==> src/rtl/load_use_interlock.sv <==
// load_use_interlock
//   Decode-side hazard controller for the 5-stage pipeline. It keeps a shadow
//   copy of the destination info for the instructions in EXE and MEM. It holds
//   decode while a consumer needs a load result that the forwarding network
//   cannot supply yet. It also provides flush, a stall watchdog and perf counters.
//
// Ports
//   clk, reset          clock, synchronous active-high reset
//   flush               invalidate both shadow slots
//   ds_*                decode-stage instruction (sources, uses, dest, is_load)
//   es_allow_in         EXE can accept an instruction
//   es_fire / ms_fire   EXE->MEM / MEM->WB handoff this cycle
//   stall               hold decode (combinational)
//   stall_reason        {load in MEM, load in EXE}
//   ds_fire             decode hands its instruction to EXE
//   stall_timeout       sticky watchdog flag
//   stall_cnt           total stall cycles
//   hazard_cnt          distinct stall events (rising edges of stall)
module load_use_interlock #(
  parameter int LOAD_LAT  = 1,
  parameter int MAX_STALL = 15
) (
  input  logic        clk,
  input  logic        reset,
  input  logic        flush,
  input  logic        ds_valid,
  input  logic [4:0]  ds_raddr1,
  input  logic [4:0]  ds_raddr2,
  input  logic        ds_use1,
  input  logic        ds_use2,
  input  logic        ds_is_load,
  input  logic        ds_rf_we,
  input  logic [4:0]  ds_rf_waddr,
  input  logic        es_allow_in,
  input  logic        es_fire,
  input  logic        ms_fire,
  output logic        stall,
  output logic [1:0]  stall_reason,
  output logic        ds_fire,
  output logic        stall_timeout,
  output logic [31:0] stall_cnt,
  output logic [31:0] hazard_cnt
);

  typedef struct packed {
    logic       v;
    logic       ld;
    logic       we;
    logic [4:0] waddr;
  } slot_t;

  // With a two-stage load latency the result is still unavailable while the
  // load sits in MEM, so the MEM slot joins the hazard check.
  localparam logic       MS_CHECK    = (LOAD_LAT == 2);
  localparam logic [7:0] MAX_STALL_W = 8'(MAX_STALL);

  slot_t      es_slot, ms_slot;
  logic [7:0] run_cnt, run_nxt;
  logic       prev_stall;
  logic       hz_es, hz_ms;

  function automatic logic match(input slot_t s, input logic [4:0] r, input logic u);
    return s.v & s.ld & s.we & (s.waddr != 5'd0) & (s.waddr == r) & u;
  endfunction

  always_comb begin
    hz_es        = match(es_slot, ds_raddr1, ds_use1) | match(es_slot, ds_raddr2, ds_use2);
    hz_ms        = MS_CHECK & (match(ms_slot, ds_raddr1, ds_use1) | match(ms_slot, ds_raddr2, ds_use2));
    stall        = ds_valid & (hz_es | hz_ms);
    stall_reason = {2{ds_valid}} & {hz_ms, hz_es};
    ds_fire      = ds_valid & ~stall & es_allow_in;
    // Run length saturates so a very long stall cannot wrap back under the limit.
    run_nxt      = (run_cnt == 8'hff) ? run_cnt : run_cnt + 8'd1;
  end

  always_ff @(posedge clk) begin
    if (reset) begin
      es_slot       <= '0;
      ms_slot       <= '0;
      run_cnt       <= '0;
      prev_stall    <= 1'b0;
      stall_timeout <= 1'b0;
      stall_cnt     <= '0;
      hazard_cnt    <= '0;
    end else begin
      prev_stall <= stall;
      if (stall) begin
        stall_cnt <= stall_cnt + 32'd1;
        run_cnt   <= run_nxt;
      end else begin
        run_cnt   <= '0;
      end
      if (stall & ~prev_stall)
        hazard_cnt <= hazard_cnt + 32'd1;
      // Sticky: only reset clears it, flush leaves it alone.
      if (stall && run_nxt >= MAX_STALL_W)
        stall_timeout <= 1'b1;

      if (flush) begin
        es_slot.v <= 1'b0;
        ms_slot.v <= 1'b0;
      end else begin
        // The old EXE entry moves down before the new decode entry overwrites it.
        if (es_fire)      ms_slot   <= es_slot;
        else if (ms_fire) ms_slot.v <= 1'b0;
        if (ds_fire)      es_slot   <= {1'b1, ds_is_load, ds_rf_we, ds_rf_waddr};
        else if (es_fire) es_slot.v <= 1'b0;
      end
    end
  end

endmodule

==> config.mk <==
export PLATFORM = sky130hd
export DESIGN_NAME = load_use_interlock
export DESIGN_NICKNAME = d
export VERILOG_FILES = /design/src/rtl/load_use_interlock.sv
export SDC_FILE = /design/constraint.sdc
export NUM_CORES = 1
export LEC_CHECK = 0
export CAP_MARGIN = 20
export CORE_MARGIN = 1
export CORE_UTILIZATION = 55
export DETAILED_ROUTE_END_ITERATION = 7
export GPL_ROUTABILITY_DRIVEN = 0
export PLACE_DENSITY = 0.86
export SLEW_MARGIN = 20
export SYNTH_ARGS = -nofsm -noshare
export SYNTH_HDL_FRONTEND = slang
export SYNTH_SLANG_ARGS = --single-unit
==> constraint.sdc <==
create_clock -name clk -period 5.5 [get_ports clk]
set_input_delay 1.1 -clock clk [delete_from_list [all_inputs] [get_ports clk]]
set_output_delay 1.1 -clock clk [all_outputs]
set_load 0.005 [all_outputs]
### After elaboration in Yosys (flattened, before gate mapping)

Index checks and enable logic that the tools add are counted.

* register bits: 82
* bits of input ports: 26
* output and inout bits: 69

* add/subtract/negate cells: 3
* order comparisons: 1
* equality and inequality tests: 3
* multiplexer cells: 3
* bitwise operators: 16
* reduce and logical (&&, ||, !) cells: 6

Operator list (count)
* $add A32 B1 Y32 const B: 2
* $and A1 B1 Y1: 11
* $eq A5 B5 Y1: 2
* $add A8 B1 Y8 const B: 1
* $eq A8 B8 Y1 const B: 1
* $ge A8 B4 Y1 const B: 1
* $mux W8: 1
* $reduce_bool A5 Y1: 1
* $reduce_or A2 Y1: 2
* $not A1 Y1: 3
* $and A2 B1 Y2: 1
* $mux W1: 2
* $reduce_and A2 Y1: 1
* $reduce_bool A2 Y1: 1
* $logic_and A1 B1 Y1: 1
* $or A1 B1 Y1: 1

### Longest topological paths before layout

* depth in word-level cells: 11
* depth in mapped cells: 8

### Worst setup path after synthesis

No wires, ideal clock.

* path kind: in2out
* start point: input port ds_raddr1[0]
* end point: output port stall_reason[0]
* arrival: 2.270 ns
* setup slack: 2.130 ns
* cell stages on the path: 7
* cells stage by stage: xnor2_1 -> nand4_1 -> o22a_1 -> clkbuf_1 -> clkbuf_1 -> nor2_1 -> buf_4

* longest elaborated chain between the ends: 5

Ends and longest elaborated chain
* from (decl): RTL line 27 `input logic [4:0] ds_raddr1,`
* $eq A5 B5 Y1: RTL line 63 `return s.v & s.ld & s.we & (s.waddr != 5'd0) & (s.waddr == r) & u;`
* $and A1 B1 Y1 (2 in series): RTL line 63
* $or A1 B1 Y1: RTL line 67 `hz_es = match(es_slot, ds_raddr1, ds_use1) | match(es_slot, ds_raddr2, ds_use2);`
* $and A2 B1 Y2: RTL line 70 `stall_reason = {2{ds_valid}} & {hz_ms, hz_es};`
* to (decl): RTL line 38 `output logic [1:0] stall_reason,`

Every way passes these cells.

### Worst setup path after layout

* start point: input port ds_raddr2[2]
* end point: output port ds_fire

* longest elaborated chain between the ends: 8

Ends and longest elaborated chain
* from (decl): RTL line 28 `input logic [4:0] ds_raddr2,`
* $eq A5 B5 Y1: RTL line 63
* $and A1 B1 Y1 (2 in series): RTL line 63
* $or A1 B1 Y1: RTL line 67
* $and A1 B1 Y1: RTL line 69 `stall = ds_valid & (hz_es | hz_ms);`
* $not A1 Y1: RTL line 71 `ds_fire = ds_valid & ~stall & es_allow_in;`
* $and A1 B1 Y1 (2 in series): RTL line 71
* to (decl): RTL line 39 `output logic ds_fire,`

Every way passes these cells.

==> flow_metrics.env <==
export IMPL_synth_edff_count=0
export IMPL_grt_pass1_vias=4210
export IMPL_vias=4378
export IMPL_cts_resized=0
export IMPL_tightest_slew_ps=967
export IMPL_crit_type="in -> out"
export IMPL_dr_wl_met2_mm=5.61
export IMPL_p_leak_nw=1.76
export IMPL_hold_path_class="reg -> reg"
export IMPL_placed_cell_area_um2=5300
export IMPL_cts_buffers=9
export IMPL_pre_cts_slack_ps=1360
export IMPL_drt_iter0_markers=243
export IMPL_avgViaCountPerCell=6.32
export IMPL_skew_ps=12.8
export IMPL_worst_path_max_delay_cell="o22ai_1"
export IMPL_initial_core_util=0.568
export IMPL_clock_latency_ps=360
export IMPL_die_area_um2=8290
export IMPL_synth_main_ff_cell="dfxtp_1"
export IMPL_die_y_um=91.1
export IMPL_status="completed"
export IMPL_wl_per_cell_um=15.9
export IMPL_end_kind="primary output"
export IMPL_fmax_ghz=0.241
export IMPL_postCtsSetupRepairBufs=0
export IMPL_fin_util=0.720
export IMPL_grt_ovfl_total=0
export IMPL_std_cell_rows=32
export IMPL_fin_tns_setup_ps=0
export IMPL_avgSynthCellArea_um2=8.49
export IMPL_port_buffers=92
export IMPL_cts_buffer_depth=2
export IMPL_final_cell_area_um2=5530
export IMPL_cp_arrival_ps=3050
export IMPL_postRouteAntennaNets=0
export IMPL_grt_max_degree=109
export IMPL_dieWidth_um=91.1
export IMPL_p_per_area_nw_per_um2=213
export IMPL_setup_viol=0
export IMPL_areaGrowthSynthToFinish_pct=26.8
export IMPL_synth_top_cell_area_share=0.376
export IMPL_ys_seq_elements=82
export IMPL_crit_family="buffers and inverters"
export IMPL_finalHoldViolCount=0
export IMPL_drc_errors=0
export IMPL_met3_length_um=599
export IMPL_period_share=0.755
export IMPL_critPathRequiredTime_ps=4400
export IMPL_layout_drive_gt1_share=0.120
export IMPL_synth_most_common_cell="dfxtp_1"
export IMPL_yosys_top_cells_count="dfxtp_1 (82), nand2_1 (47), nor2_1 (35)"
export IMPL_startpoint_type="input port"
export IMPL_met1_length_mm=4.68
export IMPL_async_flop_share=0
export IMPL_top_layer_used="met4"
export IMPL_synthCells=514
export IMPL_synth_area_um2=4360
export IMPL_drt_wl_total_mm=11.0
export IMPL_ys_types=47
export IMPL_max_cap_violations=0
export IMPL_fp_coreArea_um2=7690
export IMPL_ys_warn_count=0
export IMPL_cts_hold_buf=0
export IMPL_drv_slew=0
export IMPL_hpwl_mm=7.37
export IMPL_cts_sinks=82
export IMPL_yosys_top_cells_area="dfxtp_1 (38%), o311ai_0 (4.4%), o41ai_1 (4.4%)"
export IMPL_rsz0062_at_grt="no"
export IMPL_clk_pin_slew_worst_paths_ps=80
export IMPL_cp_num_buf_inv=2
export IMPL_antennaDiodeCount=0
export IMPL_synth_fp_nets=543
export IMPL_boundaryPins=95
export IMPL_max_stage_delay_ps=510
export IMPL_antenna_found_initial=0
export IMPL_synth_largest_area_cell="dfxtp_1"
export IMPL_cp_cell_sequence="clkdlybuf4s50_1 > xnor2_1 > nand4_1 > o22ai_1 > a21oi_1 > clkdlybuf4s50_1"
export IMPL_grt_util_all_layers=0.277
export IMPL_cts_tree="done"
export IMPL_nets=616
export IMPL_clock_root_buffer="clkbuf_8"
export IMPL_worstPathMaxFanout=7
export IMPL_drtPass1Iterations=7
export IMPL_relSlewSlack=0.354
export IMPL_grt_pass1_wl_mm=19.0
export IMPL_worst_slack_ps=1350
export IMPL_synth_seq_area_share=0.376
export IMPL_crit_top_cell="clkdlybuf4s50_1"
export IMPL_post_route_min_period_ps=4150
export IMPL_cts_htree_levels=3
export IMPL_ir_drop_uv=169
report_power, final:
group / switching, mW / internal, mW
registers: 0.00250 / 0.595
logic: 0.0338 / 0.0309
clock network: 0.220 / 0.299
total: 0.256 / 0.925
worst paths after layout:
path	slack (ps)	endpoint	startpoint	cells after the start
setup / recovery	1350	ds_fire	ds_raddr2[2]	6
hold / removal	480	es_slot[5]	es_slot[5]	2
setup reg to reg	2960	hazard_cnt[10]	es_slot[2]	5
hold reg to reg	480	es_slot[5]	es_slot[5]	2
registers in the layout (all words and copies together) (netlist names):
name / count
hazard_cnt: 32
stall_cnt: 32
es_slot: 8
run_cnt: 8
prev_stall: 1
stall_timeout: 1
final cells by class:
cell class	count	area, um2
multi-input cells	383	2530
clock inverters	5	104
flip-flops and latches	82	1640
repair buffers	97	953
clock buffers	10	128
well taps	102	128
inverters	14	52.6
fillers	591	2150
cells by family (layout without fill, tap and decap cells):
group	after synthesis	in the layout	share of synthesized area
compound gates	118	118	0.197
flops	82	82	0.376
buf+inv	49	126	0.0450
xor+xnor	12	12	0.0241
mux	22	22	0.0545
other cells	1	1	0.000859
fa+ha+maj	3	3	0.00860
simple gates	227	227	0.294
cells in the final DEF (no fill, tap or decap), types with 2 or more instances in the layout:
| cell type | instances |
|---|---|
| a311oi_1 | 2 |
| o41ai_1 | 22 |
| nand3_1 | 26 |
| nor4b_1 | 3 |
| or2_2 | 24 |
| inv_1 | 14 |
| a211oi_2 | 2 |
| mux2i_1 | 8 |
| xnor2_1 | 11 |
| nor3_1 | 3 |
| mux2_2 | 14 |
| and3_1 | 5 |
| bufinv_16 | 3 |
| or3_1 | 2 |
| nand4_1 | 24 |
| o31ai_1 | 22 |
| nor2b_1 | 13 |
| o311ai_0 | 22 |
| nand2_1 | 47 |
| a21oi_1 | 33 |
| dfxtp_1 | 82 |
| buf_4 | 5 |
| nor4_1 | 13 |
| clkbuf_8 | 9 |
| ha_1 | 3 |
| or4_1 | 22 |
| a31o_2 | 2 |
| clkdlybuf4s50_1 | 91 |
| nor2_1 | 35 |
| nand4_4 | 2 |
| o21ai_0 | 6 |
worst min-delay path: cells and delay by family, from the launching register on:
| kind | cells | cell delay, ps |
|---|---|---|
| flops | 1 | 330 |
| mux | 1 | 50 |
| simple gates | 1 | 60 |
per-layer routing:
layer  global-route usage  up-vias
met3               0.0469        9
met1                0.345     2120
met4                0.102        0
li1                     -     2108
met2                0.477      141
met5                    0        -
metrics by stage:
| step | cells | hold slack [ps] | power (mW) |
|---|---|---|---|
| 2_1_floorplan | 514 | 448 | 0.650 |
| 3_3_place_gp | 678 | 457 | 0.673 |
| 3_5_place_dp | 678 | 467 | 0.676 |
| 4_1_cts | 693 | 478 | 1.18 |
| 5_1_grt | 693 | 486 | 1.22 |
| 6_report | 693 | 479 | 1.18 |
Note: power is estimated with default switching activity, not from simulation.
